===== config.mk =====
export PLATFORM = sky130hd
export DESIGN_NAME = uart_tx_os
export DESIGN_NICKNAME = d
export VERILOG_FILES = /design/src/rtl/gps_uart_pkg.sv /design/src/rtl/os_tick_gen.sv /design/src/rtl/uart_tx_os.sv
export SDC_FILE = /design/constraint.sdc
export NUM_CORES = 1
export LEC_CHECK = 0
export ABC_CLOCK_PERIOD_IN_PS = 4700
export BUFFER_PORTS_ARGS = -buffer_cell sky130_fd_sc_hd__buf_2
export CAP_MARGIN = 10
export CELL_PAD_IN_SITES_DETAIL_PLACEMENT = 1
export CELL_PAD_IN_SITES_GLOBAL_PLACEMENT = 1
export CORE_MARGIN = 2
export CORE_UTILIZATION = 50
export DETAILED_ROUTE_END_ITERATION = 16
export PLACE_DENSITY = 0.88
export SLEW_MARGIN = 15
export SYNTH_ARGS = -nofsm -noshare
export SYNTH_HDL_FRONTEND = slang
export SYNTH_SLANG_ARGS = --single-unit

===== constraint.sdc =====
create_clock -name clk -period 4.7 [get_ports clk]
set_input_delay 0.94 -clock clk [delete_from_list [all_inputs] [get_ports clk]]
set_output_delay 0.94 -clock clk [all_outputs]
set_load 0.02 [all_outputs]

===== src/rtl/gps_uart_pkg.sv =====
// Shared definitions for the GPS UART transmit and receive paths.
package gps_uart_pkg;

    localparam int DEFAULT_OSR = 20;

    localparam int PAR_NONE = 0;
    localparam int PAR_ODD  = 1;
    localparam int PAR_EVEN = 2;

    typedef enum logic [2:0] {
        IDLE,
        START,
        DATA,
        PAR,
        STOP
    } tx_state_t;

    // Only the low nbits of data take part; odd mode inverts the XOR so the frame has an odd count of ones.
    function automatic logic parity_bit(input logic [8:0] data, input int nbits, input int mode);
        logic p;
        p = 1'b0;
        for (int i = 0; i < 9; i++) begin
            if (i < nbits) p = p ^ data[i];
        end
        return (mode == PAR_ODD) ? ~p : p;
    endfunction

endpackage


===== src/rtl/os_tick_gen.sv =====
// Oversampling slot counter: counts 0..OSR-1 while enabled and flags the last cycle of each slot.
module os_tick_gen
    import gps_uart_pkg::*;
#(
    parameter int OSR = DEFAULT_OSR
) (
    input  logic clk,
    input  logic rst,
    input  logic clr,
    input  logic en,
    output logic slot_end
);

    localparam int CW = (OSR > 1) ? $clog2(OSR) : 1;
    localparam logic [CW-1:0] LAST = CW'(OSR - 1);

    logic [CW-1:0] os_cnt;

    always_ff @(posedge clk or posedge rst) begin
        if (rst) begin
            os_cnt <= '0;
        end else if (clr) begin
            os_cnt <= '0;
        end else if (en) begin
            os_cnt <= (os_cnt == LAST) ? '0 : os_cnt + 1'b1;
        end
    end

    assign slot_end = en && !clr && (os_cnt == LAST);

endmodule


===== src/rtl/uart_tx_os.sv =====
// UART transmitter with OSR clocks per bit and a one-word holding register for gapless back-to-back frames.
module uart_tx_os
    import gps_uart_pkg::*;
#(
    parameter int OSR       = DEFAULT_OSR,
    parameter int DATA_BITS = 8,
    parameter int PARITY    = PAR_NONE,
    parameter int STOP_BITS = 1
) (
    input  logic                 clk,
    input  logic                 rst,
    input  logic [DATA_BITS-1:0] tx_data,
    input  logic                 tx_valid,
    output logic                 tx_ready,
    output logic                 tx_out,
    output logic                 busy
);

    localparam int IW = $clog2(DATA_BITS);
    localparam logic [IW-1:0] LAST_DATA = IW'(DATA_BITS - 1);
    localparam logic [IW-1:0] LAST_STOP = IW'(STOP_BITS - 1);

    tx_state_t state, state_nxt;
    logic [DATA_BITS-1:0] shift_reg, hold_reg, word_in;
    logic [IW-1:0] bit_idx;
    logic hold_valid, par_bit, slot_end;
    logic accept, frame_start, load;

    assign tx_ready    = ~hold_valid;
    assign accept      = tx_valid && tx_ready;
    assign frame_start = (state == IDLE) || ((state == STOP) && slot_end && (bit_idx == LAST_STOP));
    assign load        = frame_start && (hold_valid || accept);
    // A held word always goes first; tx_data feeds the shifter directly only when the hold is empty.
    assign word_in     = hold_valid ? hold_reg : tx_data;

    os_tick_gen #(.OSR(OSR)) u_tick (
        .clk      (clk),
        .rst      (rst),
        .clr      (state == IDLE),
        .en       (state != IDLE),
        .slot_end (slot_end)
    );

    always_comb begin
        state_nxt = state;
        if (frame_start) begin
            state_nxt = load ? START : IDLE;
        end else if (slot_end) begin
            case (state)
                START: state_nxt = DATA;
                DATA:  if (bit_idx == LAST_DATA) state_nxt = (PARITY != PAR_NONE) ? PAR : STOP;
                PAR:   state_nxt = STOP;
                default: state_nxt = state;
            endcase
        end
    end

    always_ff @(posedge clk or posedge rst) begin
        if (rst) begin
            state      <= IDLE;
            busy       <= 1'b0;
            tx_out     <= 1'b1;
            bit_idx    <= '0;
            shift_reg  <= '0;
            hold_reg   <= '0;
            hold_valid <= 1'b0;
            par_bit    <= 1'b0;
        end else begin
            state <= state_nxt;
            busy  <= (state_nxt != IDLE);
            if (load) begin
                shift_reg  <= word_in;
                par_bit    <= parity_bit(9'(word_in), DATA_BITS, PARITY);
                bit_idx    <= '0;
                tx_out     <= 1'b0;
                hold_valid <= 1'b0;
            end else begin
                if (accept) begin
                    hold_reg   <= tx_data;
                    hold_valid <= 1'b1;
                end
                // The line level is registered, so each slot's level is chosen on the edge that opens it.
                if (frame_start) begin
                    tx_out <= 1'b1;
                end else if (slot_end) begin
                    case (state)
                        START: begin
                            tx_out  <= shift_reg[0];
                            bit_idx <= '0;
                        end
                        DATA: begin
                            if (bit_idx == LAST_DATA) begin
                                bit_idx <= '0;
                                tx_out  <= (PARITY != PAR_NONE) ? par_bit : 1'b1;
                            end else begin
                                bit_idx   <= bit_idx + 1'b1;
                                shift_reg <= shift_reg >> 1;
                                tx_out    <= shift_reg[1];
                            end
                        end
                        PAR: begin
                            tx_out  <= 1'b1;
                            bit_idx <= '0;
                        end
                        STOP: bit_idx <= bit_idx + 1'b1;
                        default: ;
                    endcase
                end
            end
        end
    end

endmodule


======== After elaboration in Yosys (flattened, before gate mapping) ========
Cells that the tools add are included.
cells by class
  equal/unequal tests ..................... 8
  bitwise logic cells ..................... 2
  mux-type cells .......................... 26
  reductions and logical operators ........ 25
  $add $sub $neg .......................... 2
operators with widths
  cell                 count
  $mux 8               6
  $mux 3               7
  $pmux 3 s3           2
  $mux 5               3
  $reduce_bool 3->1    3
  $reduce_bool 2->1    4
  $mux 1               7
  $eq 3x2->1 const B   2
  $eq 3x3->1 const B   2
  $logic_and 1x1->1    6
  $logic_not 3->1      2
  $add 5x1->5 const B  1
  $eq 5x5->1 const B   1
  $reduce_bool 5->1    1
  $reduce_and 2->1     2
  $reduce_and 4->1     1
  $reduce_bool 4->1    1
  $add 3x1->3 const B  1
  $eq 3x1->1 const B   1
  $pmux 1 s3           1
  $reduce_and 3->1     1
  $logic_or 1x1->1     2
  $ne 2x1->1 const B   1
  $ne 2x2->1 const B   1
  other kinds (3)      4
storage, ports and cells
  flip-flop bits (word level) ............. 30
  output and inout bits ................... 3
  logic and storage cells ................. 71

======== Depth between registers and ports, before layout ========
Gate-level depths: netlist (run 1).
  depth in word-level cells ............... 11
  depth in mapped cells ................... 7

======== Cells and area by module ========
A second synthesis (run 1) with hierarchy kept.
second synthesis, totals
  cell total of the unflattened synthesis .. 147
  area total of the unflattened synthesis .. 1581.5 µm²
modules (own cells, without submodules)
  module       area an instance (µm²)  cells an instance  instances
  uart_tx_os   1317.5                  121                1
  os_tick_gen  264.0                   26                 1

======== Worst setup path before layout (run 1) ========
No wires, ideal clock.
  path kind ............................... in2reg
  start point ............................. input port tx_valid
  end point ............................... register bit_idx[1]
  arrival ................................. 1.699 ns
  slack ................................... 2.869 ns
  cell stages on the path ................. 4
  setup time .............................. 0.132 ns
  path through ............................ or2_2 mux2i_1 o22ai_1 mux2i_1
between the ends
  longest elaborated chain between the ends .. 5
  elaborated cells on any way between the ends .. 8
RTL lines
  element                                                     line               text
  start, declared                                             uart_tx_os.sv:13   input logic tx_valid,
  $logic_and 1x1->1 *                                         uart_tx_os.sv:30   assign accept = tx_valid && tx_ready;
  $logic_or 1x1->1 *                                          uart_tx_os.sv:32   assign load = frame_start && (hold_valid || accept);
  $logic_and 1x1->1 *                                         uart_tx_os.sv:32
  $reduce_bool 4->1 (no source line) (tied with other cells)  n/a
  $reduce_and 3->1 (no source line)                           n/a
  end signal, assigned                                        uart_tx_os.sv:96   bit_idx <= bit_idx + 1'b1;
  end signal, assigned                                        uart_tx_os.sv:105  STOP: bit_idx <= bit_idx + 1'b1;
  end, declared                                               uart_tx_os.sv:25   logic [IW-1:0] bit_idx;
Mark *: on every way between the ends. The rest lies on a longest branch, timed or not.
A chain may end at the register's enable or synchronous reset.

======== Final worst setup path (run 1) ========
  start point ............................. register u_tick.os_cnt[0]
  end point ............................... register shift_reg[7]
between the ends
  longest elaborated chain between the ends .. 8
  elaborated cells on any way between the ends .. 12
RTL lines
  element                                              line               text
  start, declared                                      os_tick_gen.sv:17  logic [CW-1:0] os_cnt;
  start signal, assigned                               os_tick_gen.sv:25  os_cnt <= (os_cnt == LAST) ? '0 : os_cnt + 1'b1;
  $eq 5x5->1 *                                         os_tick_gen.sv:29  assign slot_end = en && !clr && (os_cnt == LAST);
  $logic_and 1x1->1 *                                  os_tick_gen.sv:29
  $logic_and 1x1->1 (2 in series)                      uart_tx_os.sv:31   assign frame_start = (state == IDLE) || ((state == STOP) && slot_end && (bit_idx == LAST_STOP));
  $logic_or 1x1->1                                     uart_tx_os.sv:31
  $logic_and 1x1->1                                    uart_tx_os.sv:32
  $ne 2x2->1 (no source line) (tied with other cells)  n/a
  $reduce_and 4->1 (no source line)                    n/a
  end signal, assigned                                 uart_tx_os.sv:72   shift_reg <= word_in;
  end signal, assigned                                 uart_tx_os.sv:97   shift_reg <= shift_reg >> 1;
  end, declared                                        uart_tx_os.sv:24   logic [DATA_BITS-1:0] shift_reg, hold_reg, word_in;
Marked as above.

==> impl_metrics.tcl, run 1 <==
set metrics [dict create \
    mappedNetlistArea_mm2 0.00161 \
    chipHeight_um 60.7 \
    netlist-cell-type-count 38 \
    dp_hpwl_um 2410 \
    worst_hold_slack_ps 475 \
    cts_hold_buf 0 \
    asyncSetResetFlopFracSynth_pct 100 \
    antenna-diode-count 0 \
    die_area_mm2 0.00368 \
    synth_edf_count 0 \
    start_util_pct 52.6 \
    final.period_utilization_pct 48.0 \
    wl_um 3180 \
    power.density_mw_per_mm2 278 \
    worst_setup_path_start_kind "flop" \
    vias 1120 \
    grt_pass1_vias 1194 \
    report.final.setup_viol 0 \
    ctsRootBufferMaster "sky130_fd_sc_hd__clkbuf_4" \
    route.detailed.wl_per_inst_um 16.2 \
    synth_top_area_share_pct 45.2 \
    vias_per_cell 5.69 \
    grt_pass1_wl_um 5540 \
    cts-resized-gates 0 \
    fp.dieW_um 60.7 \
    placement.io_buffers 13 \
    postRouteAntennaNets 0 \
    final-hold-violation-count 0 \
    placement_rows 20 \
    grt_max_degree 31 \
    grt_antenna_before_repair 0 \
    ys_seq_elements 30 \
    worstMarginPinSlew_ps 625 \
    drive_gt1_share_pct 24.8 \
    cts_max_level 2 \
    maxCapViolCount 0 \
    cts_post_setup_buffers_inserted 0 \
    avgSynthCellArea_um2 11.6 \
    arrival_ps 2500 \
    worstSetupEndpointType "flop" \
    synth.net_count 153 \
    tritoncts_num_sinks 30 \
    finalPower_mw 0.488 \
    timing.slew.headroom_pct 58.3 \
    fin_util_pct 57.5 \
    worst-path-max-fanout 10 \
    fin_area_mm2 0.00176 \
    synth_largest_area_cell "sky130_fd_sc_hd__dfrtp_1" \
    post_syn_instances 138 \
    final.setup_skew_ps 10.4 \
    placement.cell_area_mm2 0.00168 \
    synth.area.top_cells "sky130_fd_sc_hd__dfrtp_1, sky130_fd_sc_hd__mux2i_1, sky130_fd_sc_hd__mux2_2, sky130_fd_sc_hd__ha_1, sky130_fd_sc_hd__inv_1" \
    yosys.cell_count.top_type "sky130_fd_sc_hd__dfrtp_1" \
    clkTransAtPathRegs_ps 90 \
    tritoncts_clock_tree "done" \
    dr.first_iter.drc_count 32 \
    cts_buffers 5 \
    total_leakage_power_nw 0.823 \
    final.setup.tns_ps 0 \
    grt_setup_unrepaired "no" \
    place.gp.congestion 0.764 \
    worst_ep_required_time_ps 4940 \
    drt-pass1-iter-count 4 \
    area_growth_syn_to_layout_pct 9.35 \
    top_level_ports 14 \
    outcome "finished clean" \
    hold_class "flop to flop" \
    share_of_the_yosys_chip_area_belonging_to_registers_pct 46.8 \
    synth_warnings 0 \
    finalNetCount 167 \
    worst-setup-path-type "flop to flop" \
    drc 0 \
    clockBufferDepth 2 \
    slew_viol_final 0 \
    period_needed_ps 2260 \
    grt_use_total_pct 21.3 \
    synth_top_flop_cell "sky130_fd_sc_hd__dfrtp_1" \
    ir_drop_mv 0.164 \
    max_freq_mhz 443 \
    grt_overflow_total 0 \
    synthTopCellsByCount "sky130_fd_sc_hd__dfrtp_1, sky130_fd_sc_hd__mux2i_1, sky130_fd_sc_hd__inv_1" \
    clock_insertion_delay_worst_skew_ps 330 \
    core_area_mm2 0.00305 \
]
## logic make-up (layout without fill, tap and decap cells)
group / count (synthesis) / after routing / share of synthesized area, %
AO/OA/AOI/OAI: 26 / 26 / 12.2
flip-flops: 30 / 30 / 46.8
multiplexers: 35 / 35 / 22.4
adder cells (fa/ha/maj): 4 / 4 / 3.12
buffers and inverters: 15 / 30 / 5.07
XOR/XNOR: 2 / 2 / 1.09
AND/OR/NAND/NOR: 26 / 26 / 9.28
## power by group
group          internal, mW  leakage [nW]  total (mW)  switching (mW)
Combinational       0.00971         0.437      0.0194         0.00972
Sequential            0.264         0.342       0.267         0.00302
Clock                 0.110        0.0450       0.202          0.0921
## cell usage in the layout (no fill, tap or decap), drive strengths merged
cell type,instances
o22a,1
o31ai,2
o21ai,6
nand3,2
nor2,9
nand4bb,1
a21boi,1
ha,4
o32ai,1
o31a,2
a22oi,1
a2111oi,1
inv,9
mux2,8
or2,2
and4bb,1
and4,1
nand2,6
mux2i,27
dfstp,1
clkinv,2
a21oi,6
o221ai,1
o211ai,1
bufinv,1
nand2b,1
clkbuf,5
nor3,1
buf,13
o41ai,1
dfrtp,29
xnor2,2
and2,1
or2b,1
o21a,1
o22ai,1
## critical path, stage by stage, from the launching register on
cell                        delay, ps
sky130_fd_sc_hd__dfrtp_1          390
sky130_fd_sc_hd__ha_1             260
sky130_fd_sc_hd__nand4bb_1        400
sky130_fd_sc_hd__o21ai_4          320
sky130_fd_sc_hd__nand3_1          470
sky130_fd_sc_hd__mux2i_1          320
## area by class of cell
type | count | area (µm²)
Tap cell | 44 | 55.1
Clock inverter | 3 | 40.0
Fill cell | 339 | 1300
Sequential cell | 30 | 752
Inverter | 9 | 33.8
Multi-Input combinational cell | 93 | 772
Clock buffer | 5 | 37.5
Timing Repair Buffer | 13 | 65.1
## metrics by stage
step | worst slack [ps] | cells
2_1_floorplan | 2870 | 138
3_3_place_gp | 2600 | 189
3_5_place_dp | 2430 | 189
4_1_cts | 2400 | 197
5_1_grt | 2210 | 197
6_report | 2440 | 197
## final timing paths
check	start	endpoint	slack [ps]	cells past startpoint
worst max-delay path	u_tick.os_cnt[0]	shift_reg[7]	2440	5
worst min-delay path	u_tick.os_cnt[0]	u_tick.os_cnt[0]	470	1
max in group asynchronous	rst	hold_valid	3610	2
min in group asynchronous	rst	hold_reg[0]	670	2
worst max register to register	u_tick.os_cnt[0]	shift_reg[7]	2440	5
worst min register to register	u_tick.os_cnt[0]	u_tick.os_cnt[0]	470	1
## metal layers
| layer | routed length [µm] | global-route usage [%] |
|---|---|---|
| met5 | 0 | 0 |
| met2 | 1720 | 37.3 |
| met1 | 1300 | 23.6 |
| met3 | 86 | 6.18 |
| met4 | 72 | 9.94 |
Power figures use the tool's default switching activity.
==> inputs of run 2 (changes only) <==
--- a/config.mk
+++ b/config.mk
@@ -5,15 +5,15 @@
 export SDC_FILE = /design/constraint.sdc
 export NUM_CORES = 1
 export LEC_CHECK = 0
-export ABC_CLOCK_PERIOD_IN_PS = 4700
+export ABC_CLOCK_PERIOD_IN_PS = 2250
 export BUFFER_PORTS_ARGS = -buffer_cell sky130_fd_sc_hd__buf_2
 export CAP_MARGIN = 10
 export CELL_PAD_IN_SITES_DETAIL_PLACEMENT = 1
 export CELL_PAD_IN_SITES_GLOBAL_PLACEMENT = 1
 export CORE_MARGIN = 2
-export CORE_UTILIZATION = 50
+export CORE_UTILIZATION = 47
 export DETAILED_ROUTE_END_ITERATION = 16
-export PLACE_DENSITY = 0.88
+export PLACE_DENSITY = 0.84
 export SLEW_MARGIN = 15
 export SYNTH_ARGS = -nofsm -noshare
 export SYNTH_HDL_FRONTEND = slang
==> constraint.sdc (replaced) <==
create_clock -name clk -period 2.25 [get_ports clk]
set_input_delay 0.45 -clock clk [delete_from_list [all_inputs] [get_ports clk]]
set_output_delay 0.45 -clock clk [all_outputs]
set_load 0.02 [all_outputs]
==> run 2 against run 1 <==
Net effect: setup slack got worse by 2200 ps; sequential share of layout area increased by 0.31 points; count of clock-buffer cells in the layout unchanged; sequential power increased by 110%; cell count increased by 1.5%; non-clock buffer count increased by 2; fmax increased by 12%; combinational power increased by 120%.
==> impl_metrics.tcl, run 2 (synthesized netlist as in run 1, its figures left out) <==
set metrics [dict create \
    final.setup.tns_ps 0 \
    grt_antenna_before_repair 0 \
    max_freq_mhz 497 \
    place.gp.congestion 0.802 \
    final.period_utilization_pct 89.4 \
    grt_pass1_vias 1168 \
    dp_hpwl_um 2310 \
    worstSetupEndpointType "flop" \
    route.detailed.wl_per_inst_um 15.6 \
    critPathTopFamily "simple AND/OR/NAND/NOR gates" \
    worstMarginPinSlew_ps 547 \
    vias_per_cell 5.46 \
    dr.first_iter.drc_count 14 \
    fp.dieW_um 62.4 \
    clock_insertion_delay_worst_skew_ps 330 \
    hold_class "input pin to async pin" \
    critical_path.max_stage_delay_ps 520 \
    critical_path.n_buffers_inverters 0 \
    total_leakage_power_nw 0.819 \
    grt_use_total_pct 19.0 \
    worst_hold_slack_ps 176 \
    period_needed_ps 2010 \
    ctsRootBufferMaster "sky130_fd_sc_hd__clkbuf_4" \
    r2r_slack_ps 240 \
    die_area_mm2 0.00390 \
    grt_max_degree 31 \
    wl_um 3120 \
    tritoncts_clock_tree "done" \
    top_level_ports 14 \
    most-common-layout-cells "sky130_fd_sc_hd__dfrtp_1, sky130_fd_sc_hd__mux2i_1, sky130_fd_sc_hd__buf_2" \
    area_growth_syn_to_layout_pct 8.57 \
    placement.io_buffers 13 \
    postRouteAntennaNets 0 \
    start_util_pct 48.5 \
    cts_buffers 5 \
    tritoncts_num_sinks 30 \
    clkTransAtPathRegs_ps 100 \
    grt_overflow_total 0 \
    worst-path-max-fanout 8 \
    vias 1092 \
    cts-resized-gates 0 \
    grt_setup_unrepaired "no" \
    timing.slew.headroom_pct 63.5 \
    chipHeight_um 62.4 \
    slew_viol_final 0 \
    cts_hold_buf 0 \
    final-hold-violation-count 0 \
    final.setup_skew_ps 8.48 \
    placement_rows 21 \
    final_common_cell "sky130_fd_sc_hd__dfrtp_1" \
    drt-pass1-iter-count 4 \
    worst_ep_required_time_ps 2470 \
    worst_setup_path_start_kind "flop" \
    maxCapViolCount 0 \
    worst-setup-path-type "flop to flop" \
    antenna-diode-count 0 \
    fillerInstances 387 \
    power.density_mw_per_mm2 513 \
    slowest_stage "sky130_fd_sc_hd__and4_1" \
    outcome "finished clean" \
    clockBufferDepth 2 \
    drive_gt1_share_pct 24.7 \
    drc 0 \
    core_area_mm2 0.00331 \
    cp_cell_sequence "ha_1, ha_1, nor2_1, and4_1, mux2i_1, mux2i_1" \
    cts_post_setup_buffers_inserted 0 \
    report.final.setup_viol 0 \
    cts_max_level 2 \
    grt_pass1_wl_um 5690 \
    arrival_ps 2230 \
    finalNetCount 169 \
    ir_drop_mv 0.301 \
]
==> run 2: cell count changes in the layout (fill, tap and decap cells not counted) <==
cell and delta:
sky130_fd_sc_hd__inv_1 +1, sky130_fd_sc_hd__bufinv_16 -1, sky130_fd_sc_hd__buf_4 +2, sky130_fd_sc_hd__inv_2 -1
==> run 2: stage by stage <==
stage	util (%)	cell area, µm²	power [mW]	setup slack [ps]	cells
after detailed placement	51.2	1700	0.613	251	193
after CTS	52.6	1740	0.906	229	200
final	52.6	1740	0.894	238	200
after floorplan	-	1610	0.592	596	138
after global routing	52.6	1740	0.939	137	200
after global placement	51.2	1700	0.609	321	193
==> run 2: worst paths after layout <==
kind / start / endpoint / depth (start not counted)
max in group asynchronous: rst / tx_out / 3
min: rst / shift_reg[2] / 3
min in group clk: tx_data[3] / hold_reg[3] / 2
min reg2reg: u_tick.os_cnt[0] / u_tick.os_cnt[0] / 1
max: bit_idx[0] / shift_reg[0] / 6
max reg2reg: bit_idx[0] / shift_reg[0] / 6
==> run 2: cell type report <==
cell class              count  area [µm²]  share of cell area [%]
flip-flops and latches     30         752                    43.1
inverters                   9        33.8                    1.94
clock buffers               5        37.5                    2.15
clock inverters             2        10.0                   0.574
repair buffers             15        80.1                    4.59
multi-input cells          93         772                    44.3
well taps                  46        57.6                    3.30
==> run 2: worst min-delay path, stage by stage <==
cell and delay [ps]:
sky130_fd_sc_hd__buf_2 90, sky130_fd_sc_hd__inv_1 40, sky130_fd_sc_hd__buf_4 340
==> run 2: routing by layer <==
layer / vias to the layer above / global-route usage (%) / part of all wire (%)
li1: 528 / - / -
met1: 546 / 23.0 / 43
met2: 12 / 32.8 / 52
met3: 6 / 5.41 / 2.6
met4: 0 / 5.83 / 1.5
met5: - / 0 / 0
==> run 2: report_power, final <==
| part | total (mW) | internal (mW) | switching, mW |
|---|---|---|---|
| Sequential | 0.558 | 0.551 | 0.00651 |
| Clock | 0.294 | 0.112 | 0.182 |
| Combinational | 0.0425 | 0.0214 | 0.0211 |
==> inputs of run 3 (changes only) <==
--- a/config.mk
+++ b/config.mk
@@ -10,6 +10,7 @@
 export CAP_MARGIN = 10
 export CELL_PAD_IN_SITES_DETAIL_PLACEMENT = 1
 export CELL_PAD_IN_SITES_GLOBAL_PLACEMENT = 1
+export CORE_ASPECT_RATIO = 0.9
 export CORE_MARGIN = 2
 export CORE_UTILIZATION = 47
 export DETAILED_ROUTE_END_ITERATION = 16
@@ -18,3 +19,4 @@
 export SYNTH_ARGS = -nofsm -noshare
 export SYNTH_HDL_FRONTEND = slang
 export SYNTH_SLANG_ARGS = --single-unit
+export TNS_END_PERCENT = 1
==> run 3 against run 2 <==
Net effect: critical path depth is the same; first-iteration DRC count rose to 2.9 times the previous value; highest routed layer unchanged; via count grew 0.46%; count of clock-buffer cells in the layout up 3; fmax is 0.10% lower; sequential share of layout area is 0.97 points lower; core utilization rose by 0.93 points; clock skew down 2.4 ps; wire length up 13%.
==> impl_metrics.tcl, run 3 (synthesized netlist as in run 1, its figures left out) <==
set metrics [dict create \
    outcome "finished clean" \
    hold_class "input pin to async pin" \
    worstMarginPinSlew_ps 506 \
    tritoncts_num_sinks 30 \
    finalNetCount 169 \
    cp-endpoint "shift_reg[3]" \
    die_area_mm2 0.00390 \
    final-hold-violation-count 0 \
    sw_frac_of_total_pct 21.9 \
    grt_setup_unrepaired "no" \
    place.gp.congestion 0.860 \
    share_comb_of_total_power_pct 4.4 \
    critical_path.max_stage_delay_ps 470 \
    ctsRootBufferMaster "sky130_fd_sc_hd__clkbuf_8" \
    critPathTopFamily "simple AND/OR/NAND/NOR gates" \
    timing.slew.headroom_pct 65.9 \
    wl_um 3530 \
    worst-setup-path-type "flop to flop" \
    critical_path.n_buffers_inverters 0 \
    crit_start "bit_idx[0]" \
    power.density_mw_per_mm2 591 \
    place_ws_ps 235 \
    maxCapViolCount 0 \
    worst-path-max-fanout 8 \
    drt-pass1-iter-count 4 \
    drc 0 \
    final.period_utilization_pct 89.5 \
    grt_max_degree 31 \
    grt_pass1_vias 1226 \
    worst_ep_required_time_ps 2400 \
    postRouteAntennaNets 0 \
    cts_hold_buf 0 \
    grt_use_total_pct 21.3 \
    pwr-share-seq_pct 53.2 \
    clockPowerShare_pct 42.4 \
    cts_buffers 5 \
    grt_antenna_before_repair 0 \
    route.detailed.wl_per_inst_um 17.7 \
    period_needed_ps 2010 \
    placement.io_buffers 13 \
    core_area_mm2 0.00333 \
    clock_insertion_delay_worst_skew_ps 280 \
    chipHeight_um 59.4 \
    ff2ff_path_depth 6 \
    slew_viol_final 0 \
    critical_path_depth 6 \
    finalWorstSetupSlack_ps 236 \
    crit-reg2reg-launch "bit_idx[0]" \
    vias_per_cell 5.51 \
    placement_rows 20 \
    sw_pwr_mw 0.231 \
    vias 1097 \
    max_freq_mhz 496 \
    area_growth_syn_to_layout_pct 11.1 \
    final_common_cell "sky130_fd_sc_hd__dfrtp_1" \
    final.setup.tns_ps 0 \
    most-common-layout-cells "sky130_fd_sc_hd__dfrtp_1, sky130_fd_sc_hd__mux2i_1, sky130_fd_sc_hd__buf_2" \
    start_util_pct 48.2 \
    clockBufferDepth 2 \
    ir_drop_mv 0.466 \
    cp_cell_sequence "ha_1, ha_1, nor2_1, and4_1, mux2i_1, mux2i_1" \
    top_level_ports 14 \
    r2r_slack_ps 240 \
    total_leakage_power_nw 0.834 \
    cts_max_level 2 \
    intPower_mw 0.823 \
    worst_hold_slack_ps 228 \
    antenna-diode-count 0 \
    worstSetupEndpointType "flop" \
    report.final.setup_viol 0 \
    drive_gt1_share_pct 23.9 \
    cts-resized-gates 0 \
    final.setup_skew_ps 6.03 \
    worst_setup_path_start_kind "flop" \
    grt_overflow_total 0 \
    grt_pass1_wl_um 5980 \
    tritoncts_clock_tree "done" \
    arrival_ps 2170 \
    slowest_stage "sky130_fd_sc_hd__and4_1" \
    cts_post_setup_buffers_inserted 0 \
    clkTransAtPathRegs_ps 70 \
    fp.dieW_um 65.6 \
    worstReg2RegEnd "shift_reg[3]" \
    dr.first_iter.drc_count 40 \
    dp_hpwl_um 2570 \
]
[run 3: cell types whose count changed in the layout (fill, tap and decap cells not counted)]
cell and change:
sky130_fd_sc_hd__clkbuf_4 -5, sky130_fd_sc_hd__clkbuf_8 +6, sky130_fd_sc_hd__clkinv_2 -2, sky130_fd_sc_hd__clkbuf_1 +2
[run 3: power groups by stage]
stage | logic, mW | clock network [mW] | registers [mW]
2_1_floorplan | 0.0262 | 0 | 0.566
3_3_place_gp | 0.0424 | 0 | 0.567
3_5_place_dp | 0.0480 | 0 | 0.569
4_1_cts | 0.0482 | 0.455 | 0.560
5_1_grt | 0.0531 | 0.476 | 0.561
6_report | 0.0469 | 0.446 | 0.560
[run 3: stage by stage]
step / total power, mW / util [%] / std cells / area [µm²]
3_5_place_dp: 0.617 / 50.9 / 191 / 1690
4_1_cts: 1.06 / 53.6 / 199 / 1780
5_1_grt: 1.09 / 53.6 / 199 / 1780
6_report: 1.05 / 53.6 / 199 / 1780
3_3_place_gp: 0.610 / 50.9 / 191 / 1690
2_1_floorplan: 0.592 / - / 138 / 1610
[run 3: tightest hold or removal path: cells and delay by family]
kind	cells	cell delay [ps]
buffers and inverters	3	470
[run 3: cell type report]
cell class	instances	area (µm²)
fill	356	1550
sequential	30	752
timing repair buffer	15	80.1
multi-input combinational	93	772
inverter	9	33.8
clock buffer	8	90.1
tap	44	55.1
[run 3: worst min path at each step]
stage / to / startpoint / slack, ps
floorplan: u_tick.os_cnt[0] / u_tick.os_cnt[0] / 430
global placement: u_tick.os_cnt[0] / u_tick.os_cnt[0] / 440
detailed placement: u_tick.os_cnt[0] / u_tick.os_cnt[0] / 470
CTS: u_tick.os_cnt[3] / rst / 240
global route: u_tick.os_cnt[3] / rst / 280
finish: u_tick.os_cnt[3] / rst / 230
[run 3: metal layers]
layer | vias up | wire [µm] | GRT usage (%)
met3 | 7 | 85 | 4.37
met2 | 17 | 1760 | 35.3
met1 | 547 | 1610 | 26.5
li1 | 526 | - | -
met5 | - | 0 | 0
met4 | 0 | 65 | 10.7
